### src/rtl/sram_burst_reader_pkg.sv
// Shared definitions for the SRAM burst reader: FSM state encoding and default widths.
package sram_burst_reader_pkg;

    localparam int DEF_ADDR_W      = 12;
    localparam int DEF_DATA_W      = 16;
    localparam int DEF_LEN_W       = 8;
    localparam int DEF_FIFO_DEPTH  = 4;
    localparam int DEF_TIMEOUT_CYC = 15;

    typedef enum logic [2:0] {
        ST_IDLE  = 3'd0,
        ST_PARK  = 3'd1,
        ST_REQ   = 3'd2,
        ST_WAIT  = 3'd3,
        ST_DRAIN = 3'd4
    } state_t;

endpackage

### src/rtl/sram_burst_reader_fifo.sv
// Synchronous FIFO for captured read beats; pointers carry an extra wrap bit so full/empty are exact.
module sram_burst_reader_fifo #(
    parameter int WIDTH = 17,
    parameter int DEPTH = 4,
    localparam int AW   = $clog2(DEPTH)
) (
    input  logic             clk,
    input  logic             rst,
    input  logic             i_flush,
    input  logic             i_push,
    input  logic [WIDTH-1:0] i_din,
    input  logic             i_pop,
    output logic [WIDTH-1:0] o_dout,
    output logic             o_full,
    output logic             o_empty,
    output logic [AW:0]      o_count
);

    logic [WIDTH-1:0] r_mem [DEPTH];
    logic [AW:0]      r_wr;
    logic [AW:0]      r_rd;

    always_ff @(posedge clk or posedge rst) begin
        if (rst) begin
            r_wr <= '0;
            r_rd <= '0;
        end else if (i_flush) begin
            r_wr <= '0;
            r_rd <= '0;
        end else begin
            if (i_push) r_wr <= r_wr + 1'b1;
            if (i_pop)  r_rd <= r_rd + 1'b1;
        end
    end

    // Storage carries no reset; validity is tracked purely by the pointers.
    always_ff @(posedge clk) begin
        if (i_push && !i_flush) r_mem[r_wr[AW-1:0]] <= i_din;
    end

    assign o_count = r_wr - r_rd;
    assign o_empty = (r_wr == r_rd);
    assign o_full  = (o_count == (AW+1)'(DEPTH));
    assign o_dout  = r_mem[r_rd[AW-1:0]];

endmodule

### src/rtl/sram_burst_reader.sv
// Burst command to sequential SRAM reads, buffered onto a valid/ready stream.
// Optional WAIT timeout with sticky err is enabled by defining SRAM_TIMEOUT_EN.
module sram_burst_reader
    import sram_burst_reader_pkg::*;
#(
    parameter int ADDR_W      = DEF_ADDR_W,
    parameter int DATA_W      = DEF_DATA_W,
    parameter int LEN_W       = DEF_LEN_W,
    parameter int FIFO_DEPTH  = DEF_FIFO_DEPTH,
    parameter int TIMEOUT_CYC = DEF_TIMEOUT_CYC
) (
    input  logic              clk,
    input  logic              rst,
    input  logic              start,
    input  logic [ADDR_W-1:0] base_addr,
    input  logic [LEN_W-1:0]  burst_len,
    output logic              busy,
    output logic              done,
    output logic              err,
    output logic              sram_cen,
    output logic [ADDR_W-1:0] sram_addr,
    input  logic              sram_ready,
    input  logic [DATA_W-1:0] sram_rdata,
    output logic              out_valid,
    output logic [DATA_W-1:0] out_data,
    output logic              out_last,
    input  logic              out_ready
);

    localparam int CW = $clog2(FIFO_DEPTH);

    state_t            r_state;
    state_t            w_next;
    logic [ADDR_W-1:0] r_cur;
    logic [LEN_W-1:0]  r_rem;
    logic              r_done;
    logic              w_accept;
    logic              w_done_set;
    logic              w_push;
    logic              w_pop;
    logic              w_full;
    logic              w_empty;
    logic              w_room;
    logic              w_tmo;
    logic [CW:0]       w_count;
    logic [DATA_W:0]   w_head;

    assign w_push = (r_state == ST_WAIT) && sram_ready;
    assign w_pop  = !w_empty && out_ready;
    // A slot must remain free after this cycle's push/pop to go straight back to REQ.
    assign w_room = (int'(w_count) + 1 - int'(w_pop)) < FIFO_DEPTH;

`ifdef SRAM_TIMEOUT_EN
    localparam int TW = $clog2(TIMEOUT_CYC + 1);
    logic [TW-1:0] r_tmo;
    logic          r_err;

    assign w_tmo = (r_state == ST_WAIT) && !sram_ready && (r_tmo == TW'(TIMEOUT_CYC - 1));

    always_ff @(posedge clk or posedge rst) begin
        if (rst) begin
            r_tmo <= '0;
            r_err <= 1'b0;
        end else begin
            if (r_state == ST_WAIT && !sram_ready) r_tmo <= r_tmo + 1'b1;
            else                                  r_tmo <= '0;
            if (w_accept)   r_err <= 1'b0;
            else if (w_tmo) r_err <= 1'b1;
        end
    end

    assign err = r_err;
`else
    assign w_tmo = 1'b0;
    assign err   = 1'b0;
`endif

    sram_burst_reader_fifo #(
        .WIDTH (DATA_W + 1),
        .DEPTH (FIFO_DEPTH)
    ) u_fifo (
        .clk     (clk),
        .rst     (rst),
        .i_flush (w_tmo),
        .i_push  (w_push),
        .i_din   ({sram_rdata, r_rem == LEN_W'(1)}),
        .i_pop   (w_pop),
        .o_dout  (w_head),
        .o_full  (w_full),
        .o_empty (w_empty),
        .o_count (w_count)
    );

    always_comb begin
        w_next     = r_state;
        sram_cen   = 1'b0;
        sram_addr  = '0;
        w_accept   = 1'b0;
        w_done_set = 1'b0;
        case (r_state)
            ST_IDLE: begin
                if (start) begin
                    if (burst_len != '0) begin
                        w_accept = 1'b1;
                        w_next   = ST_PARK;
                    end else begin
                        w_done_set = 1'b1;
                    end
                end
            end
            ST_PARK: begin
                // Inverted address guarantees the following REQ is seen as a new access.
                sram_addr = ~r_cur;
                if (!w_full) w_next = ST_REQ;
            end
            ST_REQ: begin
                sram_cen  = 1'b1;
                sram_addr = r_cur;
                w_next    = ST_WAIT;
            end
            ST_WAIT: begin
                sram_cen  = 1'b1;
                sram_addr = r_cur;
                if (sram_ready) begin
                    if (r_rem == LEN_W'(1)) w_next = ST_DRAIN;
                    else if (w_room)        w_next = ST_REQ;
                    else                    w_next = ST_PARK;
                end else if (w_tmo) begin
                    w_next     = ST_IDLE;
                    w_done_set = 1'b1;
                end
            end
            ST_DRAIN: begin
                if (w_empty) begin
                    w_next     = ST_IDLE;
                    w_done_set = 1'b1;
                end
            end
            default: w_next = ST_IDLE;
        endcase
    end

    always_ff @(posedge clk or posedge rst) begin
        if (rst) begin
            r_state <= ST_IDLE;
            r_cur   <= '0;
            r_rem   <= '0;
            r_done  <= 1'b0;
        end else begin
            r_state <= w_next;
            r_done  <= w_done_set;
            if (w_accept) begin
                r_cur <= base_addr;
                r_rem <= burst_len;
            end else if (w_push) begin
                r_cur <= r_cur + 1'b1;
                r_rem <= r_rem - 1'b1;
            end
        end
    end

    assign busy      = (r_state != ST_IDLE);
    assign done      = r_done;
    assign out_valid = !w_empty;
    assign out_data  = w_empty ? '0 : w_head[DATA_W:1];
    assign out_last  = !w_empty && w_head[0];

endmodule
### config.mk
export PLATFORM = sky130hd
export DESIGN_NAME = sram_burst_reader
export DESIGN_NICKNAME = d
export VERILOG_FILES = /design/src/rtl/sram_burst_reader_pkg.sv /design/src/rtl/sram_burst_reader_fifo.sv /design/src/rtl/sram_burst_reader.sv
export SDC_FILE = /design/constraint.sdc
export NUM_CORES = 1
export LEC_CHECK = 0
export ABC_AREA = 1
export CAP_MARGIN = 20
export CORE_MARGIN = 2
export CORE_UTILIZATION = 35
export DETAILED_ROUTE_END_ITERATION = 12
export GPL_TIMING_DRIVEN = 0
export PLACE_DENSITY = 0.62
export SLEW_MARGIN = 20
export SYNTH_ARGS = -nofsm -noshare
export SYNTH_HDL_FRONTEND = slang
export SYNTH_SLANG_ARGS = --single-unit
### constraint.sdc
create_clock -name clk -period 4.65 [get_ports clk]
set_input_delay 0.93 -clock clk [delete_from_list [all_inputs] [get_ports clk]]
set_output_delay 0.93 -clock clk [all_outputs]
set_load 0.01 [all_outputs]
==> metrics.md <==
| Metric | Value |
|---|---|
| Layout cells sized above 1 | `8.64%` |
| Pwr Density | `661 nW/µm²` |
| Post-DR wirelength/cell | `14.9 µm` |
| Die Y | `121 µm` |
| Setup CP Type | `flip-flop to output port` |
| CTS Sinks | `98` |
| Top Ports | `75` |
| Global Route Usage Sum | `16.8%` |
| Critical-path top delay cell | `clkdlybuf4s50_1` |
| Slew Viols, Final | `0` |
| Final WL | `11.6 mm` |
| Average size of a mapped cell | `9.42 µm²` |
| CTS tree | `done` |
| Seq/Total Area, Yosys | `58.2%` |
| First-pass GRT wire length | `19.1 mm` |
| Number of gates resized after CTS | `0` |
| Remaining global-route overflow | `0` |
| Area of the multi-input gates | `1760 µm²` |
| Final hold violation count | `0` |
| # DRC | `0` |
| Final setup vio count | `0` |
| Seq cells post-synth | `98` |
| Clk Tree Root Cell | `clkbuf_16` |
| Slew HR | `55.4%` |
| Fmax | `233 MHz` |
| Final #Nets | `649` |
| Area after DPL | `5810 µm²` |
| Hold_ws | `500 ps` |
| TritonCTS buffer count | `9` |
| Crit path DAT | `3360 ps` |
| Lkg Pwr | `2.41 nW` |
| Vias after detailed routing | `3,806` |
| Final core occ | `45.9%` |
| Mapped Nets | `561` |
| Synth unique cells | `33` |
| Hpwl dp | `8.23 mm` |
| Iteration-0 DRC Markers | `290` |
| Clk Latency, worst-skew pair | `340 ps` |
| Mapped Area | `4790 µm²` |
| Core area | `13,300 µm²` |
| Ant diodes | `0` |
| Via/cell ratio | `4.89` |
| RSZ-0062 raised after global routing | `false` |
| Non-Filler Instances | `778` |
| Minimum clock period | `4290 ps` |
| CP Launch Type | `flip-flop` |
| Placed cell count | `762` |
| Initial antenna violation count | `0` |
| Worst setup EP type | `output port` |
| Worst EP required | `3720 ps` |
| Hold crit path type | `flip-flop to flip-flop` |
| CP Max Fanout | `10` |
| Outcome | `complete, no violations` |
| Final Skew | `5.72 ps` |
| Design area | `6100 µm²` |
| Number of port buffers | `73` |
| Syn Inst Count | `509` |
| Postcts setup bufs | `0` |
| Drt first pass iters | `4` |
| Vias in the first global route | `3,745` |
| Die area | `14,700 µm²` |
| Yosys Warn Count | `0` |
| Initial core utilization | `36.1%` |
| Peak supply drop | `0.000296 V` |
| Setup tns final | `0 ps` |
| Routability cong. | `0.833` |
| Crit share post-route | `92.2%` |
| H-tree levels | `3` |
| Actual slew at the worst max-slew pin | `668 ps` |
| WP buf/inv | `7` |
| CTS Buffer Depth | `2` |
| Die span in x | `121 µm` |
| FILL cells | `1,255` |
| Most frequent cells in the layout | `109 x nor2_1, 80 x nand2_1, 73 x clkdlybuf4s50_1` |
| CP peak stage delay | `580 ps` |
| Commonest non-fill, non-tap cell in the layout | `nor2_1` |
| Largest net degree at the start of global routing | `31` |
| Storage element area | `2790 µm²` |
| # rows | `42` |
| Critical path's top delay family | `buffers and inverters` |
| Cell Chain, Critical Path | `buf_4, clkinv_1, buf_2, ha_1, nand2_1, inv_1, nand2_1, inv_2, buf_2, a21oi_1, clkdlybuf4s50_1` |
| Register clock-pin slew on the reported worst setup and hold paths | `70 ps` |
| Area growth, synth to finish | `27.3%` |
| Max-cap check violation count | `0` |
| Post-route antenna net violation count | `0` |
| Post-CTS Hold Buffers | `0` |
## layout make-up
| type | count | area share [%] |
|---|---|---|
| Clock inverter | 6 | 1.07 |
| Timing Repair Buffer | 77 | 12.8 |
| Buffer | 18 | 1.76 |
| Tap cell | 176 | 3.61 |
| Inverter | 38 | 2.42 |
| Multi-Input combinational cell | 355 | 28.8 |
| Clock buffer | 10 | 3.75 |
| Sequential cell | 98 | 45.8 |
## synthesized netlist by cell type, drive strengths merged
cell type	n	area share [%]
or2	3	0.39
nand3	30	3.1
nor2	118	10
conb	1	0.078
ha	10	2.6
clkinv	2	0.26
a31oi	2	0.26
edfxtp	68	43
inv	36	2.8
xnor2	2	0.37
nor3	1	0.10
o211ai	4	0.63
clkbuf	5	0.39
xor2	9	1.6
o21ai	56	5.8
nand2	84	7.0
fa	1	0.42
a21oi	28	3.1
buf	13	1.9
dfrtp	30	16
nand4	6	0.78
## state kept, by name, summed over array words and instances (netlist names)
| register | cells |
|---|---|
| r_state | 3 |
| done | 1 |
| u_fifo.r_rd | 3 |
| r_rem | 8 |
| u_fifo.r_wr | 3 |
| u_fifo.r_mem | 68 |
| r_cur | 12 |
## cells by family (layout without fill, tap and decap cells)
group | count (synthesis) | count (layout) | share of synthesized area [%]
DFF | 98 | 98 | 58.2
buffers and inverters | 56 | 149 | 5.32
other | 1 | 1 | 0.0782
adders and majority gates | 11 | 11 | 3.03
xor gates and xnor gates | 11 | 11 | 2.01
and+or+nand+nor | 242 | 242 | 21.5
AOI/OAI and AO/OA | 90 | 90 | 9.81
## final timing paths
kind | from | to | slack (ps) | cells after the start
setup / recovery | u_fifo.r_rd[1]$_DFFE_PP0P_ | out_data[11] | 360 | 11
setup reg to reg | u_fifo.r_rd[1]$_DFFE_PP0P_ | r_state[2]$_DFFE_PP0P_ | 2270 | 12
max in group asynchronous | rst | r_state[1]$_DFFE_PP0P_ | 3180 | 2
hold reg to reg | r_rem[1]$_DFFE_PP0P_ | r_rem[1]$_DFFE_PP0P_ | 500 | 2
min in group asynchronous | rst | r_cur[7]$_DFFE_PP0P_ | 1030 | 2
hold / removal | r_rem[1]$_DFFE_PP0P_ | r_rem[1]$_DFFE_PP0P_ | 500 | 2
## worst register-to-register path, cell delays in order (launching register included)
cell	delay, ps
dfrtp_1	410
buf_4	210
clkinv_1	310
buf_2	320
ha_1	300
nand2_1	40
inv_1	40
nand2_1	150
a21oi_1	170
nand2_1	80
nor2_1	140
nand2_1	80
nand2_1	70
## per-layer routing
layer / track usage, % / routed length, µm / up-vias / part of all wire [%]
met4: 6.03 / 182 / 0 / 1.6
met2: 27.2 / 5390 / 116 / 47
met5: 0 / 0 / - / 0
li1: - / - / 1882 / -
met1: 22.5 / 5380 / 1793 / 46
met3: 3.10 / 634 / 15 / 5.5
## through the flow
stage	worst slack [ps]	power [mW]
2_1_floorplan	1750	2.45
3_3_place_gp	689	3.27
3_5_place_dp	671	3.32
4_1_cts	306	4.07
5_1_grt	165	4.37
6_report	361	4.04
## power breakdown
part	internal [mW]	switching [mW]	total [mW]
registers	1.12	0.158	1.28
clock network	0.419	0.319	0.738
logic	0.878	1.14	2.01
total	2.42	1.61	4.04
No activity file was read; power rests on OpenSTA's default activity.
